**src/rtl/multicycle_ctrl_pkg.sv**
```systemverilog
// Shared encodings for the multicycle core control path: opcodes, FSM
// state codes, datapath mux selects and the bundled control vector.
package multicycle_ctrl_pkg;

  // Opcode values as they appear in the IR opcode field
  localparam logic [3:0] OP_ALU_R = 4'h0;
  localparam logic [3:0] OP_ALU_I = 4'h1;
  localparam logic [3:0] OP_LOAD  = 4'h2;
  localparam logic [3:0] OP_STORE = 4'h3;
  localparam logic [3:0] OP_BEQ   = 4'h4;
  localparam logic [3:0] OP_JUMP  = 4'h5;
  localparam logic [3:0] OP_HALT  = 4'hF;

  // State codes are visible on state_o, so the encoding is fixed
  typedef enum logic [3:0] {
    S_FETCH  = 4'h0,
    S_DECODE = 4'h1,
    S_EXEC_R = 4'h2,
    S_EXEC_I = 4'h3,
    S_MEMADR = 4'h4,
    S_MEMRD  = 4'h5,
    S_MEMWB  = 4'h6,
    S_MEMWR  = 4'h7,
    S_ALUWB  = 4'h8,
    S_BRANCH = 4'h9,
    S_JUMP   = 4'hA,
    S_HALT   = 4'hB
  } state_t;

  // ALU operation select
  localparam logic [1:0] ALU_ADD   = 2'd0;
  localparam logic [1:0] ALU_SUB   = 2'd1;
  localparam logic [1:0] ALU_FUNCT = 2'd2;

  // ALU B-operand select
  localparam logic [1:0] SRCB_REG = 2'd0;
  localparam logic [1:0] SRCB_ONE = 2'd1;
  localparam logic [1:0] SRCB_IMM = 2'd2;

  // Next-PC select
  localparam logic [1:0] PC_ALU    = 2'd0;
  localparam logic [1:0] PC_ALUOUT = 2'd1;
  localparam logic [1:0] PC_JUMP   = 2'd2;

  // Every control output the FSM drives, bundled for the decoder
  typedef struct packed {
    logic       mem_req;
    logic       mem_we;
    logic       iord;
    logic       ir_en;
    logic       pc_en;
    logic       data_en;
    logic       aluout_en;
    logic       rf_we;
    logic       alu_src_a;
    logic [1:0] alu_src_b;
    logic [1:0] alu_op;
    logic [1:0] pc_src;
    logic       wb_src;
    logic       halted;
  } ctrl_t;

  // Quiet control vector: nothing enabled, every mux on its zero leg
  function automatic ctrl_t ctrl_idle();
    return '0;
  endfunction

endpackage

```
**src/rtl/multicycle_ctrl_decode.sv**
```systemverilog
// Combinational output decoder: maps the current state (plus the two
// Mealy inputs mem_ready and zero) onto the full control vector.
module multicycle_ctrl_decode
  import multicycle_ctrl_pkg::*;
(
  input  state_t state,
  input  logic   mem_ready,
  input  logic   zero,
  output ctrl_t  ctrl
);

  // Start from the idle vector and switch on only what each state needs
  always_comb begin
    ctrl = ctrl_idle();
    case (state)
      S_FETCH: begin
        ctrl.mem_req   = 1'b1;
        ctrl.alu_src_b = SRCB_ONE;
        ctrl.alu_op    = ALU_ADD;
        ctrl.pc_src    = PC_ALU;
        ctrl.ir_en     = mem_ready;
        ctrl.pc_en     = mem_ready;
      end
      S_DECODE: begin
        // branch target is precomputed here so BRANCH only has to compare
        ctrl.alu_src_b = SRCB_IMM;
        ctrl.alu_op    = ALU_ADD;
        ctrl.aluout_en = 1'b1;
      end
      S_EXEC_R: begin
        ctrl.alu_src_a = 1'b1;
        ctrl.alu_src_b = SRCB_REG;
        ctrl.alu_op    = ALU_FUNCT;
        ctrl.aluout_en = 1'b1;
      end
      S_EXEC_I, S_MEMADR: begin
        ctrl.alu_src_a = 1'b1;
        ctrl.alu_src_b = SRCB_IMM;
        ctrl.alu_op    = ALU_ADD;
        ctrl.aluout_en = 1'b1;
      end
      S_MEMRD: begin
        ctrl.mem_req = 1'b1;
        ctrl.iord    = 1'b1;
        ctrl.data_en = mem_ready;
      end
      S_MEMWB: begin
        ctrl.rf_we  = 1'b1;
        ctrl.wb_src = 1'b1;
      end
      S_MEMWR: begin
        ctrl.mem_req = 1'b1;
        ctrl.mem_we  = 1'b1;
        ctrl.iord    = 1'b1;
      end
      S_ALUWB: begin
        ctrl.rf_we  = 1'b1;
        ctrl.wb_src = 1'b0;
      end
      S_BRANCH: begin
        ctrl.alu_src_a = 1'b1;
        ctrl.alu_src_b = SRCB_REG;
        ctrl.alu_op    = ALU_SUB;
        ctrl.pc_src    = PC_ALUOUT;
        ctrl.pc_en     = zero;
      end
      S_JUMP: begin
        ctrl.pc_src = PC_JUMP;
        ctrl.pc_en  = 1'b1;
      end
      S_HALT: begin
        ctrl.halted = 1'b1;
      end
      default: begin
      end
    endcase
  end

endmodule

```
**src/rtl/multicycle_ctrl.sv**
```systemverilog
// Main control FSM of the multicycle core. Holds only the state register
// and next-state logic; all outputs come from multicycle_ctrl_decode.
module multicycle_ctrl
  import multicycle_ctrl_pkg::*;
#(
  parameter int OPW    = 4,
  parameter int ALUOPW = 2
) (
  input  logic              clk,
  input  logic              reset,
  input  logic [OPW-1:0]    opcode,
  input  logic              zero,
  input  logic              mem_ready,
  output logic              mem_req,
  output logic              mem_we,
  output logic              iord,
  output logic              ir_en,
  output logic              pc_en,
  output logic              data_en,
  output logic              aluout_en,
  output logic              rf_we,
  output logic              alu_src_a,
  output logic [1:0]        alu_src_b,
  output logic [ALUOPW-1:0] alu_op,
  output logic [1:0]        pc_src,
  output logic              wb_src,
  output logic              halted,
  output logic [3:0]        state_o
);

  state_t state;
  state_t next_state;
  ctrl_t  ctrl;

  // State register; async reset drops straight back to the fetch pattern
  always_ff @(posedge clk or posedge reset) begin
    if (reset) state <= S_FETCH;
    else       state <= next_state;
  end

  // Next-state logic; memory states hold until mem_ready, HALT holds forever
  always_comb begin
    next_state = state;
    case (state)
      S_FETCH:  if (mem_ready) next_state = S_DECODE;
      S_DECODE: begin
        case (opcode)
          OPW'(OP_ALU_R): next_state = S_EXEC_R;
          OPW'(OP_ALU_I): next_state = S_EXEC_I;
          OPW'(OP_LOAD):  next_state = S_MEMADR;
          OPW'(OP_STORE): next_state = S_MEMADR;
          OPW'(OP_BEQ):   next_state = S_BRANCH;
          OPW'(OP_JUMP):  next_state = S_JUMP;
          OPW'(OP_HALT):  next_state = S_HALT;
          default:        next_state = S_FETCH;
        endcase
      end
      S_EXEC_R: next_state = S_ALUWB;
      S_EXEC_I: next_state = S_ALUWB;
      S_MEMADR: next_state = (opcode == OPW'(OP_STORE)) ? S_MEMWR : S_MEMRD;
      S_MEMRD:  if (mem_ready) next_state = S_MEMWB;
      S_MEMWR:  if (mem_ready) next_state = S_FETCH;
      S_MEMWB:  next_state = S_FETCH;
      S_ALUWB:  next_state = S_FETCH;
      S_BRANCH: next_state = S_FETCH;
      S_JUMP:   next_state = S_FETCH;
      S_HALT:   next_state = S_HALT;
      default:  next_state = S_FETCH;
    endcase
  end

  multicycle_ctrl_decode u_decode (
    .state     (state),
    .mem_ready (mem_ready),
    .zero      (zero),
    .ctrl      (ctrl)
  );

  assign mem_req   = ctrl.mem_req;
  assign mem_we    = ctrl.mem_we;
  assign iord      = ctrl.iord;
  assign ir_en     = ctrl.ir_en;
  assign pc_en     = ctrl.pc_en;
  assign data_en   = ctrl.data_en;
  assign aluout_en = ctrl.aluout_en;
  assign rf_we     = ctrl.rf_we;
  assign alu_src_a = ctrl.alu_src_a;
  assign alu_src_b = ctrl.alu_src_b;
  assign alu_op    = ALUOPW'(ctrl.alu_op);
  assign pc_src    = ctrl.pc_src;
  assign wb_src    = ctrl.wb_src;
  assign halted    = ctrl.halted;
  assign state_o   = state;

endmodule

```
**config.mk**
```make
export PLATFORM = sky130hd
export DESIGN_NAME = multicycle_ctrl
export DESIGN_NICKNAME = d
export VERILOG_FILES = /design/src/rtl/multicycle_ctrl_pkg.sv /design/src/rtl/multicycle_ctrl_decode.sv /design/src/rtl/multicycle_ctrl.sv
export SDC_FILE = /design/constraint.sdc
export NUM_CORES = 1
export LEC_CHECK = 0
export CAP_MARGIN = 10
export CORE_AREA = 5 5 43 45
export CTS_CLUSTER_DIAMETER = 120
export CTS_CLUSTER_SIZE = 24
export DETAILED_ROUTE_END_ITERATION = 12
export DIE_AREA = 0 0 48 50
export GPL_TIMING_DRIVEN = 0
export PLACE_DENSITY = 0.79
export REMOVE_ABC_BUFFERS = 1
export SETUP_SLACK_MARGIN = 0.2
export SYNTH_ARGS = -nofsm -noshare
export SYNTH_HDL_FRONTEND = slang
export SYNTH_SLANG_ARGS = --single-unit
```
**constraint.sdc**
```tcl
create_clock -name clk -period 2.1 [get_ports clk]
set_clock_uncertainty 0.1 [all_clocks]
set_input_delay 0.21 -clock clk [delete_from_list [all_inputs] [get_ports clk]]
set_output_delay 0.21 -clock clk [all_outputs]
set_load 0.03 [all_outputs]
```
==> impl_metrics.toml <==
[outcome]
outcome = "completed"

[route]
vias = 685
wl_um = 1770
drtAntennaViolNets = 0
post_drt_wl_per_cell_um = 14.1
viasPerCell = 5.44
drt_first_iter_violations = 10
first_pass_iters = 4
drc = 0

[clock_network]
cts-root-buf = "clkbuf_4"
cts.sinks = 4
htree_levels = 1
insertion_delay_ps = 240
hold_buffers = 0
numCtsBuffers = 3
clkTransAtPathRegs_ps = 40
cts_tree = "yes"
cts_buffer_depth = 2

[setup_path]
slowest_stage = "dfrtp_2"
worstPathRequired_ps = 1790
path_max_fanout = 14
rr_worst_depth = 4
r2r_start = "state_o[1]"
cp.depth = 4
worst_setup_path_start_kind = "flip-flop"
cp-end-kind = "primary output"
critPathTopFamily = "flip-flops"
timing_worst_setup_path_type = "flip-flop to primary output"
arrival_ps = 1600
regToRegSetupSlack_ps = 580
critPathMaxStageDelay_ps = 510
crit_chain = "inv_2 -> or3_1 -> a21oi_1 -> buf_4"
worst_r2r_endpoint = "state_o[0]"
cp_num_buf_inv = 2

[global_route]
grt_start_max_net_pins = 24
grt_usage_pct = 15.1
antenna_found_initial = 0
grt_pass1_vias = 582
grt_pass1_wl_um = 2610
grt_overflow = 0

[placed_design]
gp_congestion = 0.813
hpwl_um = 1160
dp.cells = 110
port_buffers = 28

[synth]
ys_ff_latch = 4
ys_types = 35
ys_async_sr_fraction_pct = 100
syn_avg_cell_area_um2 = 7.39
ys.flop_type = "dfrtp_1"
synth_top_area_share_pct = 18.8
yosysTopAreaCell = "dfrtp_1"
synth.cell_area_um2 = 532
yosysSeqAreaShare_pct = 18.8
yosys_warnings = 0
synth_edf_count = 0
synthTopCellsByArea = "dfrtp_1 (19%), nor2_1 (5.6%), a21oi_1 (4.7%)"
synth_cells = 72

[die]
rows = 14
io_pins = 29
core_mm2 = 0.00144
die_h_um = 50
start_util_pct = 37.0
die_area_mm2 = 0.00240
die_w_um = 48

[flow_run]
cap_violations = 0

[timing]
fmaxAchievable_ghz = 0.523
worst_pin_slew_ps = 311
setup_violations = 0
post-route-period-util_pct = 91.1
finalCriticalPeriod_ps = 1910
hold-worst-slack_ps = 52.0
finalHoldViolCount = 0
slew_violations = 0
slew_headroom_pct = 79.2
rsz0062_at_grt = "true"

[final_layout]
diodes = 0
syn2layout_area_growth_pct = 71.1
largest_reg_flops = 4
final_cells = 126
n_fill_cell = 126
drive_gt1_share_pct = 31.8
finalNetCount = 120

[pwr]
ir_drop_v = 0.000853
power_density_mw_per_mm2 = 1790
leakagePower_nw = 0.416

[worst_hold_path]
hp-class = "input port to asynchronous set/reset pin"
==> worst max-delay path by stage <==
stage	from	endpoint	slack, ps
floorplan	state_o[0]	ir_en	-6
global placement	state_o[3]	rf_we	-190
detailed placement	state_o[3]	rf_we	-210
CTS	state_o[1]	rf_we	190
global route	state_o[3]	rf_we	130
finish	state_o[3]	rf_we	190
==> report_power, final <==
group | switching [mW] | internal, mW
Sequential | 0.137 | 0.124
Combinational | 0.725 | 0.551
Clock | 0.0316 | 0.0639
Total | 0.894 | 0.738
==> cells by family after synthesis <==
| logic type | after synthesis | share of synthesized area [%] |
|---|---|---|
| flip-flops | 4 | 18.8 |
| multiplexers | 1 | 1.88 |
| buffers and inverters | 9 | 8.71 |
| AND/OR/NAND/NOR | 38 | 44.0 |
| AO/OA/AOI/OAI | 17 | 21.6 |
| XOR/XNOR | 3 | 4.94 |
==> cells in the mapped netlist (2+ instances only) <==
| cell | number |
|---|---|
| nor2_1 | 8 |
| a21oi_1 | 5 |
| nor3_1 | 5 |
| buf_2 | 4 |
| dfrtp_1 | 4 |
| nor2b_1 | 4 |
| and2_1 | 3 |
| nand2_1 | 3 |
| and4b_1 | 2 |
| buf_4 | 2 |
| inv_2 | 2 |
| nand2b_1 | 2 |
| nor3b_1 | 2 |
| o211ai_1 | 2 |
| o21ai_0 | 2 |
| o21bai_1 | 2 |
| xor2_1 | 2 |
==> metal layers <==
layer	global-route usage [%]	share of wire (%)	wire (um)
met4	8.07	2.1	38
met1	17.3	38	671
met5	0	0	0
met2	24.2	47	832
met3	4.00	13	229
==> final cells by class <==
type | instances | area [um^2] | share of cell area (%)
multi-input cells | 59 | 399 | 43.9
clock buffers | 3 | 22.5 | 2.48
inverters | 3 | 11.3 | 1.24
well taps | 16 | 20.0 | 2.20
flip-flops and latches | 4 | 108 | 11.8
repair buffers | 41 | 349 | 38.4
==> worst reg2reg max path, delay by kind of cell, from the launching register on <==
family | cells | cell delay [ps]
simple gates | 1 | 190
flops | 1 | 450
compound gates | 2 | 460
buf+inv | 1 | 190
==> timing repair <==
| item | 4_1_cts | 5_1_grt |
|---|---|---|
| pin swaps | 0 | 0 |
| endpoints found under the hold margin | 0 | 0 |
| buffers inserted | 4 | 9 |
| setup endpoints to repair | 21 | 14 |
| gates resized for setup | 43 | 20 |
==> placed cells by master, fill, tap and decap left out, types with 2 or more instances in the layout <==
cell | synthesis | routed
o21ai_0 | 2 | 2
nor3b_1 | 2 | 2
nor2_1 | 8 | 8
clkdlybuf4s15_1 | 0 | 4
dfrtp_2 | 0 | 3
buf_2 | 4 | 2
nand2_1 | 3 | 3
clkdlybuf4s50_1 | 0 | 10
clkdlybuf4s15_2 | 0 | 2
and2_1 | 3 | 3
nor2b_2 | 0 | 2
buf_4 | 2 | 12
inv_2 | 2 | 2
and4b_1 | 2 | 2
dlygate4sd2_1 | 0 | 4
clkbuf_4 | 0 | 4
nor3_1 | 5 | 5
nand2b_1 | 2 | 2
a21oi_1 | 5 | 5
nor2b_1 | 4 | 2
o21bai_1 | 2 | 2
o211ai_1 | 2 | 2
xor2_1 | 2 | 2
clkbuf_2 | 0 | 4
==> stage by stage <==
step | util (%) | total power, mW | TNS [ps] | instance area (um^2) | setup slack (ps)
after global routing | 63.3 | 1.76 | 0 | 910 | 126
final | 63.3 | 1.63 | 0 | 910 | 187
after floorplan | - | 0.939 | -5.75 | 497 | -5.75
after global placement | 55.5 | 1.38 | -561 | 797 | -192
after CTS | 58.8 | 1.48 | 0 | 845 | 194
after detailed placement | 55.5 | 1.40 | -647 | 797 | -208
No activity file was read; power rests on OpenSTA's default activity.
